### src/rtl/siso_frame_ctrl.sv
// -----------------------------------------------------------------------------
// siso_frame_ctrl
//
// Frame controller for an external serial-in/serial-out shift register of
// DEPTH stages. A WIDTH-bit word is accepted, shifted into the register MSB
// first, followed by DEPTH zero bits that push the tail of the word out. The
// bits leaving the register are collected into rx_data and compared against
// the transmitted word.
//
// Ports
//   clk         sole clock, rising edge
//   reset       asynchronous, active-high
//   load_valid  transmit word offered
//   load_ready  controller can accept a word
//   load_data   word to transmit
//   pause       stall request; freezes shifting while a frame is in flight
//   sr_en       shift enable to the SISO register
//   sr_din      bit driven into the register's serial_in
//   sr_dout     the register's serial_out
//   rx_data     word recovered from sr_dout (held until the next frame ends)
//   rx_valid    one-cycle pulse: rx_data and err are valid
//   err         recovered word differs from the transmitted word
// -----------------------------------------------------------------------------
module siso_frame_ctrl #(
    parameter int WIDTH = 8,
    parameter int DEPTH = 4
) (
    input  logic             clk,
    input  logic             reset,
    input  logic             load_valid,
    output logic             load_ready,
    input  logic [WIDTH-1:0] load_data,
    input  logic             pause,
    output logic             sr_en,
    output logic             sr_din,
    input  logic             sr_dout,
    output logic [WIDTH-1:0] rx_data,
    output logic             rx_valid,
    output logic             err
);

    // Frame-wide enable counter spans 0 .. WIDTH+DEPTH-1.
    localparam int CNT_W = $clog2(WIDTH + DEPTH);

    localparam logic [CNT_W-1:0] J_FIRST_RX   = CNT_W'(DEPTH);
    localparam logic [CNT_W-1:0] J_LAST_SHIFT = CNT_W'(WIDTH - 1);
    localparam logic [CNT_W-1:0] J_LAST       = CNT_W'(WIDTH + DEPTH - 1);

    typedef enum logic [1:0] {
        IDLE,
        SHIFT,
        FLUSH,
        DONE
    } state_t;

    state_t           state;
    logic [CNT_W-1:0] j;
    logic [WIDTH-1:0] tx_word;   // latched copy used for the final compare
    logic [WIDTH-1:0] tx_shift;  // bits still to be presented on sr_din
    logic [WIDTH-1:0] rx_shift;
    logic [WIDTH-1:0] rx_next;
    logic             running;

    assign running = (state == SHIFT) || (state == FLUSH);

    // NOTE: sr_en is decoded from the registered state and the live pause
    // input so a stall takes effect in the very cycle it is requested.
    assign sr_en = running && !pause;

    assign rx_next = {rx_shift[WIDTH-2:0], sr_dout};

    // NOTE: all state below is updated with non-blocking assignments so every
    // register samples the pre-edge values of its neighbours.
    always_ff @(posedge clk or posedge reset) begin
        if (reset) begin
            state      <= IDLE;
            j          <= '0;
            tx_word    <= '0;
            tx_shift   <= '0;
            rx_shift   <= '0;
            load_ready <= 1'b0;
            sr_din     <= 1'b0;
            rx_data    <= '0;
            rx_valid   <= 1'b0;
            err        <= 1'b0;
        end else begin
            rx_valid <= 1'b0;
            err      <= 1'b0;

            case (state)
                IDLE: begin
                    load_ready <= 1'b1;
                    if (load_ready && load_valid) begin
                        tx_word    <= load_data;
                        // MSB goes out on the first enabled cycle; the rest
                        // queue up behind it, zeros fill in for the flush.
                        sr_din     <= load_data[WIDTH-1];
                        tx_shift   <= {load_data[WIDTH-2:0], 1'b0};
                        j          <= '0;
                        load_ready <= 1'b0;
                        state      <= SHIFT;
                    end
                end

                SHIFT, FLUSH: begin
                    if (!pause) begin
                        j        <= j + 1'b1;
                        sr_din   <= tx_shift[WIDTH-1];
                        tx_shift <= tx_shift << 1;

                        // The first transmitted bit reaches sr_dout after
                        // DEPTH enabled edges.
                        if (j >= J_FIRST_RX) begin
                            rx_shift <= rx_next;
                        end

                        if (state == SHIFT && j == J_LAST_SHIFT) begin
                            state <= FLUSH;
                        end

                        if (state == FLUSH && j == J_LAST) begin
                            state    <= DONE;
                            j        <= '0;
                            rx_data  <= rx_next;
                            rx_valid <= 1'b1;
                            err      <= (rx_next != tx_word);
                        end
                    end
                end

                DONE: begin
                    state      <= IDLE;
                    load_ready <= 1'b1;
                end

                default: begin
                    state <= IDLE;
                end
            endcase
        end
    end

endmodule

### config.mk
export PLATFORM = sky130hd
export DESIGN_NAME = siso_frame_ctrl
export DESIGN_NICKNAME = d
export VERILOG_FILES = /design/src/rtl/siso_frame_ctrl.sv
export SDC_FILE = /design/constraint.sdc
export NUM_CORES = 1
export LEC_CHECK = 0
export BUFFER_PORTS_ARGS = -buffer_cell sky130_fd_sc_hd__buf_4
export CORE_MARGIN = 5
export CORE_UTILIZATION = 30
export CTS_CLUSTER_SIZE = 30
export DETAILED_ROUTE_END_ITERATION = 8
export PLACE_DENSITY = 0.52
export SKIP_LAST_GASP = 1
export SLEW_MARGIN = 20
export SYNTH_ARGS = -nofsm -noshare
export SYNTH_HDL_FRONTEND = slang
export SYNTH_SLANG_ARGS = --single-unit
### constraint.sdc
create_clock -name clk -period 2.79 [get_ports clk]
set_input_delay 0.558 -clock clk [delete_from_list [all_inputs] [get_ports clk]]
set_output_delay 0.558 -clock clk [all_outputs]
set_load 0.005 [all_outputs]
Word level (Yosys, flattened, before mapping)
Cells that the tools add are included.
Storage, ports and cells
  RAM bits: 0
  memories kept: 0
  output and inout bits: 13
  flip-flop bits (word level): 41
  memory bits (read-only): 0
  word-level logic and storage cells: 60
  bits of input ports: 13
  latch bits: 0
Cells by class
  magnitude comparators: 1
  bitwise operators: 1
  div/mod/pow operators: 0
  reduce and logical (&&, ||, !) cells: 15
  mux-type cells: 23
  multiply operators: 0
  $add $sub $neg: 1
  shifts and indexed selects: 0
  eq/ne operators: 9
Operator list (number)
  $mux W8: 2
  $pmux W8 S2: 1
  $mux W4: 3
  $reduce_and A3 Y1: 4
  $mux W1: 9
  $mux W2: 4
  $ne A8 B8 Y1: 1
  $pmux W4 S2: 1
  $pmux W2 S3: 1
  $add A4 B1 Y4 const B: 1
  $eq A2 B2 Y1 const B: 2
  $eq A4 B3 Y1 const B: 1
  $eq A4 B4 Y1 const B: 1
  $ge A4 B3 Y1 const B: 1
  $logic_and A1 B1 Y1: 4
  $ne A2 B2 Y1 const B: 2
  $pmux W1 S2: 2
  $reduce_bool A2 Y1: 2
  $ne A3 B3 Y1 const B: 1
  $eq A2 B1 Y1 const B: 1
  $logic_not A2 Y1: 1
  $reduce_and A2 Y1: 1
  $reduce_or A2 Y1: 1
  $logic_not A1 Y1: 1
  2 further kinds: 2

Longest topological paths before layout
  word-level depth: 6
  mapped depth: 7
  gate-level depth less buffers: 6

Least setup slack after synthesis
No wires, ideal clock.
  path type: register -> register
  start point: register state[0]
  end point: register tx_shift[4]
  period minus slack after synthesis: 1.734 ns
  setup time: 0.125 ns
  path slack: 1.056 ns
  arrival: 1.610 ns
  buffers on the path: 2
  required time: 2.665 ns
  stages on the path, launching flop included: 8
  cells stage by stage: dfrtp_1 -> inv_1 -> ha_1 -> buf_4 -> nor2_1 -> a211oi_2 -> buf_4 -> mux2_2
Between the ends
  word-level cells in the longest chain between the ends: 4
  elaborated cells on any way between the ends: 9
  those cells by class: 4 x eq/ne; 1 x mux; 4 x reduce/logical
Ends and longest elaborated chain
  start: declaration: line 56  | state_t state;
  start signal: assignment: line 76  | state <= IDLE;
  start signal: assignment: line 101  | state <= SHIFT;
  start signal: assignment: line 118  | state <= FLUSH;
  $eq A2 B1 Y1 or $eq A2 B2 Y1 (tied branches): line 90  | case (state)
  $reduce_or A2 Y1: line 90
  $ne A2 B2 Y1 (no line) or $reduce_bool A2 Y1 (tied branches)
  $reduce_and A3 Y1 (no line)
  end signal: assignment: line 98  | tx_shift <= {load_data[WIDTH-2:0], 1'b0};
  end signal: assignment: line 109  | tx_shift <= tx_shift << 1;
  end: declaration: line 59  | logic [WIDTH-1:0] tx_shift;
Several ways; a longest one is shown, not always the timed one.
A chain may end at the register's enable or synchronous reset.

Worst setup path in the final report
  start point: register state[0]
  end point: output port sr_en
Between the ends
  word-level cells in the longest chain between the ends: 3
  elaborated cells on any way between the ends: 4
  those cells by class: 2 x eq/ne; 2 x reduce/logical
Ends and longest elaborated chain
  $eq A2 B1 Y1 or $eq A2 B2 Y1 (tied branches): line 64  | assign running = (state == SHIFT) || (state == FLUSH);
  $logic_or A1 B1 Y1 *: line 64
  $logic_and A1 B1 Y1 *: line 68  | assign sr_en = running && !pause;
  end: declaration: line 34  | output logic sr_en,
Mark *: on every way between the ends. The rest lies on a longest branch, timed or not.

==> reports/qor.txt <==
status = finished clean
Max stage delay on crit path = 0.46 ns
Ports = 26
Post-Route Skew = 0.004705 ns
Mapped Cells = 142
Vias = 1191
WL final = 3619 um
top cell type's share of synthesized area = 52.39%
critical path class = flip-flop to output pin
# Post-CTS Setup Buffers = 0
die area = 8065 um2
layout cells sized above 1 = 39.88%
reg2reg path depth = 4
CTS Buf Count = 5
vias in the first global route = 1289
final hold violation count = 0
port bufs = 25
Ant. Diodes = 0
non-filler cells, final = 250
gr ovfl total = 0
Max Cap Violations = 0
synthesized flop and latch total = 40
P_sw = 0.6809 mW
Resized Gates After CTS = 0
reg2reg setup slack = 0.75 ns
Cell Int Power = 1.368 mW
Required @ worst endpoint = 2.23 ns
CORE AREA = 6277 um2
Synth Area per Inst = 13.45 um2
DR DRC count = 0
max_slew headroom = 55.46%
dpl ws = 0.7575 ns
crit path launch type = flip-flop
hold-fix buffers at CTS = 0
Pwr Total = 2.049 mW
Sink Count = 40
Post-Syn Nets = 160
worst skew pair latency = 0.28 ns
H-tree levels = 2
Hold Crit Class = input port to asynchronous set/reset pin
Initial DRT Pass Iterations = 4
worst r2r src = state[0]
GPL Wtd Cong = 0.7955
first-pass GRT wire length = 6210 um
Leak = 1.061 nW
cell row count = 29
Worst Tran Pin Value = 0.6681 ns
Clk pwr share = 17.7%
placed cells = 243
Slew Limit Fails = 0
pwr/cell area = 903.6 nW/um2
crit end category = output pin
Synth Cell Area = 1911 um2
Max IR drop VDD = 0.4146 mV
top cells by area, synth = dfrtp_1 52%, mux2_2 13%, mux2_4 6.3%, xor2_1 3.7%, mux2_1 3.5%
Syn-to-layout area delta = 18.66%
detailed placement HPWL = 2751 um
CTS tree = yes
Most common cell on crit path = inv_1
Final ANT Viol Nets = 0
nets@finish = 191
Yosys cell types = 33
GRT Resource Usage Total = 9.432%
clock root cell = clkbuf_8
Final Util = 36.12%
Synth Flop Type = dfrtp_1
largest net degree at the start of global routing = 41
clk slew on worst S/H paths = 0.08 ns
Post-synth EDFFs = 0
critical path arrival = 1.64 ns
slowest stage cell, crit path = ha_1
setup TNS = 0 ns
sequential cell area fraction in the yosys report = 52.39%
min cycle time layout = 2.195 ns
Final period util = 78.68%
fraction of registers with async set or reset after synthesis = 100.0%
antenna violations before repair = 0
die width = 89.81 um
drt via density = 4.764
sw frac = 33.23%
Synth warnings = 0
CP Max Fanout = 11
highest clock rate = 0.4555 GHz
clk buf depth = 2
Chip Height = 89.81 um
# setup viols final = 0
RR Endpoint = rx_data[7]
cell taking the most area after synthesis = dfrtp_1
DR iter-0 viols = 49
WL/cell = 14.48 um
Reg power frac = 45.5%
Initial Utilization = 30.44%
combinational share of power = 36.8%
CP Cell Sequence = inv_1, ha_1, nand2b_1, inv_1, buf_4
fin worst setup slack = 0.5948 ns
RSZ-0062 raised after global routing = false
==> routing by layer <==
metal / GRT usage, % / vias to the layer above / routed length, um
li1: - / 568 / -
met1: 11.03 / 594 / 1591
met2: 15.98 / 24 / 1795
met3: 3.172 / 5 / 187
met4: 3.401 / 0 / 44
met5: 0 / - / 0
==> worst max-delay path by stage <==
stage,from,end,depth (start not counted),slack (ns)
4_1_cts,state[0],sr_en,5,0.59
5_1_grt,state[0],sr_en,5,0.49
3_3_place_gp,state[0],rx_data[7],4,0.81
3_5_place_dp,state[0],rx_data[7],4,0.76
6_report,state[0],sr_en,5,0.59
2_1_floorplan,state[0],tx_shift[4],7,1.06
==> layout make-up <==
| cell class | count | area, um2 |
|---|---|---|
| multi-input cells | 89 | 844.6 |
| flip-flops and latches | 40 | 1001 |
| well taps | 77 | 96.34 |
| clock buffers | 5 | 68.82 |
| clock inverters | 2 | 12.51 |
| fillers | 632 | 4010 |
| inverters | 9 | 33.78 |
| repair buffers | 28 | 210.2 |
==> kinds of logic after synthesis <==
logic type / after synthesis / synth area share (%)
AO/OA/AOI/OAI: 17 / 7.073
XOR/XNOR: 8 / 3.667
adder cells (fa/ha/maj): 5 / 3.274
flip-flops: 40 / 52.39
multiplexers: 37 / 23.31
AND/OR/NAND/NOR: 22 / 6.877
buffers and inverters: 13 / 3.405
==> sequential cells by signal, summed over array words and instances (netlist names) <==
register,cells
err,1
j,4
load_ready,1
rx_data,8
rx_shift,7
rx_valid,1
sr_din,1
state,2
tx_shift,7
tx_word,8
==> layout by cell type, fill, tap and decap left out, types with 5 or more instances in the layout <==
cell / count
nand3_1: 5
clkbuf_8: 5
mux2_4: 8
xor2_1: 8
buf_4: 28
mux2_1: 6
inv_1: 9
mux2_2: 22
dfrtp_1: 40
ha_1: 5
==> critical path: cells and delay by family, from the launching register on <==
kind          cells  cell delay (ns)
simple gates      1             0.17
buf+inv           3             0.34
fa+ha+maj         1             0.46
flops             1             0.38
==> cell usage after synthesis (2+ instances only) <==
| master | n |
|---|---|
| nor4_1 | 2 |
| a31oi_1 | 3 |
| inv_1 | 9 |
| nor2_1 | 2 |
| mux2_2 | 22 |
| nor2b_1 | 3 |
| nand4b_1 | 2 |
| nand2_1 | 2 |
| nand3_1 | 5 |
| buf_4 | 2 |
| and3b_1 | 2 |
| dfrtp_1 | 40 |
| mux2_1 | 6 |
| o21ai_0 | 2 |
| xor2_1 | 8 |
| ha_1 | 5 |
| a21boi_0 | 2 |
| nand2b_1 | 3 |
| mux2_4 | 8 |
==> power groups by stage <==
stage	Sequential (mW)	Clock (mW)	Combinational [mW]
3_5_place_dp	0.948	0	0.763
3_3_place_gp	0.939	0	0.733
4_1_cts	0.936	0.383	0.767
5_1_grt	0.961	0.409	0.842
2_1_floorplan	0.904	0	0.604
6_report	0.933	0.363	0.753
==> stage by stage <==
stage                     hold slack, ns  instance area [um2]
after floorplan                   0.4522                 1911
after global placement            0.4645                 2186
after detailed placement          0.4836                 2186
after CTS                         0.4090                 2267
after global routing              0.4377                 2267
final                             0.3955                 2267
Note: power is estimated with default switching activity, not from simulation.
